**src/rtl/fifo_arb_pkg.sv**
```systemverilog
// fifo_arb_pkg: shared types and the round-robin pick function for the FIFO write arbiter.
package fifo_arb_pkg;

    localparam int MAX_SRC = 32;
    localparam int MAX_W   = $clog2(MAX_SRC);

    typedef enum logic {ARB_IDLE, ARB_GRANT} arb_state_e;

    typedef struct packed {
        logic       found;
        logic [7:0] id;
    } rr_t;

    // Rotate req so bit 0 is source last_id+1, take the lowest set bit, rotate the index back.
    function automatic rr_t rr_next(input int n, input logic [MAX_SRC-1:0] req, input int last_id);
        rr_t                r;
        int                 base;
        int                 idx;
        logic [MAX_SRC-1:0] rot;
        base = (last_id + 1 >= n) ? 0 : last_id + 1;
        rot  = '0;
        for (int i = 0; i < MAX_SRC; i++) begin
            idx = (base + i >= n) ? base + i - n : base + i;
            if (i < n)
                rot[i] = req[idx[MAX_W-1:0]];
        end
        r = '0;
        for (int i = MAX_SRC - 1; i >= 0; i--) begin
            idx = (base + i >= n) ? base + i - n : base + i;
            if (rot[i]) begin
                r.found = 1'b1;
                r.id    = idx[7:0];
            end
        end
        return r;
    endfunction

endpackage

```
**src/rtl/rr_picker.sv**
```systemverilog
// rr_picker: combinational round-robin choice of the next requester after last_id.
module rr_picker
    import fifo_arb_pkg::*;
#(
    parameter  int NUM_SRC = 4,
    localparam int SRC_W   = $clog2(NUM_SRC)
) (
    input  logic [NUM_SRC-1:0] req,
    input  logic [SRC_W-1:0]   last_id,
    output logic               found,
    output logic [SRC_W-1:0]   id
);

    rr_t pick;

    always_comb begin
        pick  = rr_next(NUM_SRC, MAX_SRC'(req), int'(last_id));
        found = pick.found;
        id    = pick.id[SRC_W-1:0];
    end

endmodule

```
**src/rtl/fifo_wr_arbiter.sv**
```systemverilog
// fifo_wr_arbiter: packet-locked round-robin arbiter feeding one FIFO write port with {src_id, data} beats.
module fifo_wr_arbiter
    import fifo_arb_pkg::*;
#(
    parameter  int NUM_SRC = 4,
    parameter  int DATA_W  = 8,
    localparam int SRC_W   = $clog2(NUM_SRC)
) (
    input  logic                           i_clk,
    input  logic                           i_rst,
    input  logic [NUM_SRC-1:0]             i_req,
    input  logic [NUM_SRC-1:0][DATA_W-1:0] i_data,
    input  logic [NUM_SRC-1:0]             i_last,
    output logic [NUM_SRC-1:0]             o_ack,
    output logic                           o_fifo_wr,
    output logic [SRC_W+DATA_W-1:0]        o_fifo_wdata,
    input  logic                           i_fifo_full,
    output logic                           o_grant_valid,
    output logic [SRC_W-1:0]               o_grant_id
);

    arb_state_e       state, nxt;
    logic [SRC_W-1:0] grant_id, last_id, pick_id;
    logic             pick_found, xfer, done;

    rr_picker #(.NUM_SRC(NUM_SRC)) u_picker (
        .req     (i_req),
        .last_id (last_id),
        .found   (pick_found),
        .id      (pick_id)
    );

    // Full gates the handshake in the same cycle so no beat is ever dropped by the FIFO.
    assign xfer = (state == ARB_GRANT) && i_req[grant_id] && !i_fifo_full;
    assign done = xfer && i_last[grant_id];

    always_ff @(posedge i_clk) begin
        if (i_rst)
            state <= ARB_IDLE;
        else
            state <= nxt;
    end

    always_ff @(posedge i_clk) begin
        if (i_rst) begin
            grant_id <= '0;
            last_id  <= SRC_W'(NUM_SRC - 1);
        end else begin
            if (state == ARB_IDLE && pick_found)
                grant_id <= pick_id;
            if (done)
                last_id <= grant_id;
        end
    end

    always_comb begin
        nxt = (state == ARB_IDLE) ? (pick_found ? ARB_GRANT : ARB_IDLE)
                                  : (done ? ARB_IDLE : ARB_GRANT);
    end

    always_comb begin
        o_fifo_wr     = xfer;
        o_ack         = xfer ? ({{(NUM_SRC-1){1'b0}}, 1'b1} << grant_id) : '0;
        o_fifo_wdata  = xfer ? {grant_id, i_data[grant_id]} : '0;
        o_grant_valid = (state == ARB_GRANT);
        o_grant_id    = (state == ARB_GRANT) ? grant_id : '0;
    end

endmodule

```
**config.mk**
```make
export PLATFORM = sky130hd
export DESIGN_NAME = fifo_wr_arbiter
export DESIGN_NICKNAME = d
export VERILOG_FILES = /design/src/rtl/fifo_arb_pkg.sv /design/src/rtl/rr_picker.sv /design/src/rtl/fifo_wr_arbiter.sv
export SDC_FILE = /design/constraint.sdc
export NUM_CORES = 1
export LEC_CHECK = 0
export CORE_MARGIN = 5
export CORE_UTILIZATION = 38
export DETAILED_ROUTE_END_ITERATION = 12
export GPL_ROUTABILITY_DRIVEN = 0
export PLACE_DENSITY = 0.82
export SETUP_SLACK_MARGIN = 0.3
export SLEW_MARGIN = 40
export SYNTH_ARGS = -nofsm -noshare
export SYNTH_HDL_FRONTEND = slang
export SYNTH_HIERARCHICAL = 1
export SYNTH_SLANG_ARGS = --single-unit
export TNS_END_PERCENT = 100
```
**constraint.sdc**
```tcl
create_clock -name i_clk -period 5.8 [get_ports i_clk]
set_input_delay 1.45 -clock i_clk [delete_from_list [all_inputs] [get_ports i_clk]]
set_output_delay 1.45 -clock i_clk [all_outputs]
set_load 0.02 [all_outputs]
```
# After elaboration in Yosys (flattened, before gate mapping)
# Index checks and enable logic that the tools add are counted.
# op_classes
n_addsub	8
multipliers	0
n_div	0
n_lt_le_gt_ge	10
n_eq_ne	0
shift	1
muxes	29
bitwise	1
n_reduce_logical	5
# op_table
op	n
>= comparator 32 x 4 -> 1 bit (second input constant)	4
adder 32 x 3 -> 32 bit (second input constant)	2
two-way mux 8 bit	5
two-way mux 9 bit	4
adder 32 x 2 -> 32 bit (second input constant)	1
subtractor 8 x 4 -> 8 bit (second input constant)	4
< comparator 5 x 6 -> 1 bit (second input constant)	4
binary-select mux 1 bit (select 5 bit)	4
binary-select mux 8 bit (select 2 bit)	1
two-way mux 10 bit	1
two-way mux 1 bit	9
binary-select mux 1 bit (select 2 bit)	2
logical AND 1 bit	4
two-way mux 4 bit	1
<< shifter 1 x 2 -> 4 bit (first input constant)	1
adder 2 x 1 -> 3 bit (second input constant)	1
>= comparator 3 bit (second input constant)	1
< comparator 2 x 3 -> 1 bit (second input constant)	1
two-way mux 3 bit	1
two-way mux 2 bit	1
zero test 1 bit	1
NOT 1 bit	1
# totals
register_bits	5
latchBits	0
mem_bits_rw	0
romBits	0
inputBits	43
output_inout_bits	18
wordCells	57
memories	0

# Logic depth before layout (Yosys ltp)
# Gate-level depths: netlist (run 1).
# logic_depth
word_depth	14
ltp_mapped	11
depth_no_buf	11

# Hierarchy
# Netlist (run 1), hierarchy kept.
# by_module_without_submodules
mod	instances	cells_per_inst	area_per_inst_um2
fifo_wr_arbiter	1	52	566.8
rr_picker	1	48	337.8

# Worst setup path before layout (run 1)
# No wires, ideal clock.
# synth_path
path_kind	input to output
from	input i_fifo_full
to	output o_fifo_wdata[0]
arrival_time_ps	2495
path_slack_ps	1855
path_stages	4
n_path_buf	1
path_cell_list	or3b_1 > o22ai_2 > buf_2 > and2_1
# synth_between
elab_chain_len	3
# synth_lines
item	line_no	rtl
start: declaration	fifo_wr_arbiter.sv:17	input logic i_fifo_full,
zero test 1 bit	fifo_wr_arbiter.sv:34	assign xfer = (state == ARB_GRANT) && i_req[grant_id] && !i_fifo_full;
logical AND 1 bit	fifo_wr_arbiter.sv:34	
named net o_fifo_wr	fifo_wr_arbiter.sv:15	output logic o_fifo_wr,
two-way mux 10 bit	fifo_wr_arbiter.sv:64	o_fifo_wdata = xfer ? {grant_id, i_data[grant_id]} : '0;
end: declaration	fifo_wr_arbiter.sv:16	output logic [SRC_W+DATA_W-1:0] o_fifo_wdata,
# The timed path passes the listed nets, and every way through them passes these cells.

# Worst setup path after layout (run 1)
# layout_path
from	input i_fifo_full
to	output o_fifo_wdata[8]
# layout_between
elab_chain_len	3
# layout_lines
item	line_no
zero test 1 bit	fifo_wr_arbiter.sv:34
logical AND 1 bit	fifo_wr_arbiter.sv:34
two-way mux 10 bit	fifo_wr_arbiter.sv:64
# No other way between the ends.

==> results.yml, run 1 <==
die:
  start_util_pct: 40.50
  die_width_um: 58.79
  die_h_um: 58.79
  die_area_um2: 3456
  fp-row-count: 17
  coreArea_um2: 2233
  ioPinCount: 61
setup_path:
  critPathKind: "in -> out"
  crit_arrival_ns: 3.51
  cp_common_cell: "clkdlybuf4s50_1"
  crit_path_start: "i_fifo_full"
  crit_required_ns: 4.35
  crit_path_max_fanout: 12
  critPathMaxStageDelay_ns: 0.61
  r2r-start: "last_id[0]"
  path_cells: "clkdlybuf4s50_1 > or3b_1 > o22ai_2 > and2_1 > clkdlybuf4s50_1"
  worstSetupEndpointType: "output port"
  slowest_stage: "clkdlybuf4s50_1"
  critPathLaunchType: "input port"
detailed_routing:
  post-route-drc-count: 0
  wl_per_cell_um: 16.28
  dr.pass1.iters: 4
  drtIter0Drc: 31
  ant_nets: 0
  vias_per_cell: 5.384
  dr_total_vias: 996
  drt-total-wl_mm: 3.012
layout:
  layout_common_cells: "clkdlybuf4s50_1 (60), and2_1 (13), mux4_2 (10)"
  insertedDiodeCount: 0
  layout_commonest_cell: "clkdlybuf4s50_1"
  nets: 205
  final_cells: 185
  drive_gt1_share_pct: 14.01
  fillerInstances: 201
  syn_to_final_growth_pct: 68.33
power:
  p_leak_nw: 0.5649
  p_per_area_nw_per_um2: 140.8
  peakVddDrop_uv: 114.4
  power.total_uw: 214.3
synth:
  ys_types: 34
  synth-seq-cells: 5
  synth_top_area_share_pct: 24.90
  ys.flop_type: "dfxtp_1"
  synth-edff-count: 0
  yosys.area.top_type: "mux4_2"
  avgSynthCellArea_um2: 9.046
  syn-cell-area_um2: 904.6
  ys_seq_area_share_pct: 11.07
  synthTopCellsByArea: "mux4_2 (25%), dfxtp_1 (11%), and2_1 (9.0%)"
  netlist_instances: 100
  yosys_warnings: 6
  async_flop_share_pct: 0
  syn-num-nets: 147
clock_tree:
  cts.htree.levels: 1
  cts_hold_buffers: 0
  path_clk_slew_ns: 0.04
  worst_skew_pair.late_latency_ns: 0.24
  tritoncts: "done"
  cts_sinks: 5
  cts_setup_buffers: 0
  cts_resized: 0
  cts_made_buffers: 3
  clockBufferDepth: 2
  root_buffer: "clkbuf_4"
sta:
  relSlewSlack_pct: 64.90
  timing_hold_violations_final: 0
  tns_ns: 0
  max_freq_mhz: 201.8
  setup_viol: 0
  min_period_over_period_pct: 85.44
  fin_hold_ws_ns: 0.5771
  rsz0062_at_grt: "false"
  skew_ns: 0.0001501
  layout_min_cycle_time_ns: 4.956
  report.final.slew_viol_count: 0
  worstMarginPinSlew_ns: 0.5259
worst_hold_path:
  worstHoldStart: "o_grant_valid"
  hp-class: "reg -> reg"
global_route:
  grt_use_total_pct: 17.52
  grt_pass1_wl_mm: 4.609
  grt_max_degree: 19
  first_global_vias: 1005
  antenna_found_initial: 0
  overflow: 0
status:
  status: "finished, final reports clean"
place:
  place_hpwl_mm: 2.535
  io_buffer_count: 60
  placed_cells: 181
run:
  maxCapViolations: 0
## Yosys cell counts (all sizes together), types with 2 or more instances
library cell  count
a31oi             2
a22oi             2
nor2              9
and2             13
o21ai             3
nand3             2
o22ai             2
nor3              3
nand2             5
ha                4
buf               6
a211oi            4
dfxtp             5
nor2b             5
a221o             2
mux2              3
mux4             10
inv               4
a21oi             4
mux2i             4
## path summary, 6_finish.rpt
kind / to / slack [ns] / cells past startpoint
setup / recovery: o_fifo_wdata[8] / 0.84 / 5
hold / removal: o_grant_valid / 0.58 / 2
setup reg to reg: grant_id[0] / 3.22 / 8
hold reg to reg: o_grant_valid / 0.58 / 2
## logic make-up after synthesis
group,synth area share (%)
and+or+nand+nor,26.42
AOI/OAI and AO/OA,15.63
muxes,34.72
buffers and inverters,6.637
DFF,11.07
adders and majority gates,5.533
## per-stage QoR
step | area (um2) | setup slack (ns) | util (%)
4_1_cts | 1523 | 0.8597 | 68.18
5_1_grt | 1523 | 0.7753 | 68.18
2_1_floorplan | 904.6 | 1.855 | -
6_report | 1523 | 0.8444 | 68.18
3_5_place_dp | 1496 | 0.8775 | 67.00
3_3_place_gp | 1495 | 0.9017 | 66.95
## worst max-delay path: cells and delay by family
| family | cells | cell delay, ns |
|---|---|---|
| AND/OR/NAND/NOR | 2 | 0.63 |
| buffers and inverters | 2 | 1.02 |
| AO/OA/AOI/OAI | 1 | 0.40 |
## sequential cells by signal, summed over array words and instances, names as in the netlist
signal and cells:
last_id 2, grant_id 2, o_grant_valid 1
## routing by layer
| layer | share of wire [%] | vias up | GRT usage, % |
|---|---|---|---|
| met1 | 44 | 449 | 20.48 |
| met3 | 11 | 2 | 6.360 |
| met5 | 0 | - | 0 |
| met4 | 0.40 | 0 | 1.942 |
| li1 | - | 486 | - |
| met2 | 44 | 59 | 31.39 |
## power by group
part / switching [mW] / total, mW / internal (mW)
clock: 0.0142 / 0.0402 / 0.0260
sequential: 0.0120 / 0.0500 / 0.0380
combinational: 0.0475 / 0.124 / 0.0766
total: 0.0737 / 0.214 / 0.141
## final cells by class
type | count | area, um2 | area share, %
Sequential cell | 5 | 101.3 | 6.656
Multi-Input combinational cell | 84 | 744.5 | 48.89
Inverter | 4 | 15.01 | 0.9860
Clock buffer | 4 | 26.28 | 1.726
Tap cell | 28 | 35.03 | 2.301
Timing Repair Buffer | 60 | 600.6 | 39.44
(Power assumes the default switching activity.)
==> run 2: changes to the inputs <==
--- a/config.mk
+++ b/config.mk
@@ -6,11 +6,10 @@
 export NUM_CORES = 1
 export LEC_CHECK = 0
 export CORE_MARGIN = 5
-export CORE_UTILIZATION = 38
+export CORE_UTILIZATION = 30
 export DETAILED_ROUTE_END_ITERATION = 12
 export GPL_ROUTABILITY_DRIVEN = 0
-export PLACE_DENSITY = 0.82
-export SETUP_SLACK_MARGIN = 0.3
+export PLACE_DENSITY = 0.75
 export SLEW_MARGIN = 40
 export SYNTH_ARGS = -nofsm -noshare
 export SYNTH_HDL_FRONTEND = slang
==> run 2 against run 1 <==
Against the previous run: setup slack improved by 0.017 ns; clock-buffer cell count unchanged; critical path depth unchanged; largest cell class unchanged; highest routed layer unchanged.
==> results.yml, run 2 (synthesized netlist as in run 1, its figures left out) <==
status:
  status: "finished, final reports clean"
detailed_routing:
  post-route-drc-count: 0
  wl_per_cell_um: 15.84
  dr.pass1.iters: 4
  dr_total_vias: 986
  ant_nets: 0
  drt-total-wl_mm: 3.009
  vias_per_cell: 5.189
  drtIter0Drc: 39
layout:
  insertedDiodeCount: 0
  syn_to_final_growth_pct: 69.02
  nets: 205
  drive_gt1_share_pct: 14.01
  fin_area_um2: 1529
  layout_common_cells: "clkdlybuf4s50_1 (60), and2_1 (13), mux4_2 (10)"
  layout_commonest_cell: "clkdlybuf4s50_1"
  finish.utilization_pct: 51.34
  final_cells: 190
setup_path:
  crit_arrival_ns: 3.49
  worstSetupEndpointType: "output port"
  rrSetupSlack_ns: 3.25
  critPathLaunchType: "input port"
  critPathKind: "in -> out"
  crit_required_ns: 4.35
  crit_path_max_fanout: 12
clock_tree:
  cts_hold_buffers: 0
  tritoncts: "done"
  clockBufferDepth: 2
  worst_skew_pair.late_latency_ns: 0.25
  cts_setup_buffers: 0
  cts_sinks: 5
  cts_made_buffers: 3
  path_clk_slew_ns: 0.04
  root_buffer: "clkbuf_4"
  cts_resized: 0
  cts.htree.levels: 1
die:
  fp-row-count: 20
  die_h_um: 64.91
  coreArea_um2: 2978
  start_util_pct: 30.38
  ioPinCount: 61
  die_width_um: 64.91
  die_area_um2: 4213
power:
  power_frac_comb_pct: 57.3
  power_frac_clock_pct: 19.5
  power_switching_uw: 76.50
  p_leak_nw: 0.5649
  power.total_uw: 217.1
  p_int_uw: 140.6
  p_per_area_nw_per_um2: 142.0
  peakVddDrop_uv: 75.99
  sw_frac_of_total_pct: 35.24
  p_seq_share_pct: 23.2
sta:
  setup_viol: 0
  relSlewSlack_pct: 63.76
  max_freq_mhz: 202.5
  min_period_over_period_pct: 85.15
  tns_ns: 0
  skew_ns: 0.004604
  rsz0062_at_grt: "false"
  layout_min_cycle_time_ns: 4.939
  report.final.slew_viol_count: 0
  timing_hold_violations_final: 0
  worstMarginPinSlew_ns: 0.5428
global_route:
  grt_pass1_wl_mm: 4.712
  overflow: 0
  grt_max_degree: 19
  grt_use_total_pct: 14.45
  antenna_found_initial: 0
  first_global_vias: 993
place:
  io_buffer_count: 60
  placed_cells: 186
  postPlaceCellArea_um2: 1503
  place_hpwl_mm: 2.463
worst_hold_path:
  hp-class: "reg -> reg"
run:
  maxCapViolations: 0
run 2: per-stage QoR:
step / setup slack (ns) / hold slack (ns)
6_report: 0.8611 / 0.5649
5_1_grt: 0.7313 / 0.6048
4_1_cts: 0.8596 / 0.5624
3_5_place_dp: 0.8766 / 0.5438
3_3_place_gp: 0.9064 / 0.5471
2_1_floorplan: 1.855 / 0.5107
run 2: power by group through the flow:
stage,Combinational [mW],Sequential (mW),Clock (mW)
floorplan,0.0819,0.0422,0
detailed placement,0.125,0.0515,0
finish,0.124,0.0504,0.0423
global placement,0.123,0.0511,0
CTS,0.125,0.0510,0.0430
global route,0.135,0.0526,0.0479
run 2: critical path, cell delays in order:
cell and delay (ns):
clkdlybuf4s50_1 0.41, or3b_1 0.41, o22ai_2 0.38, and2_1 0.22, clkdlybuf4s50_1 0.61
run 2: path summary, 6_finish.rpt:
path                                   from         endpoint  cells after the start
worst min register to register   last_id[1]       last_id[1]                      1
worst max-delay path            i_fifo_full  o_fifo_wdata[8]                      5
worst max register to register   last_id[0]      grant_id[0]                     10
worst min-delay path             last_id[1]       last_id[1]                      1
run 2: metal layers:
metal	share of wire [%]	up-vias	GRT usage [%]
li1	-	490	-
met1	46	439	18.35
met2	43	53	23.63
met3	8.9	4	3.640
met4	1.3	0	5.013
met5	0	-	0
run 2: cell type report:
class	count	area (um2)
fillers	276	1449
multi-input cells	84	744.5
repair buffers	60	600.6
flip-flops and latches	5	101.3
well taps	33	41.29
clock buffers	4	26.28
inverters	4	15.01
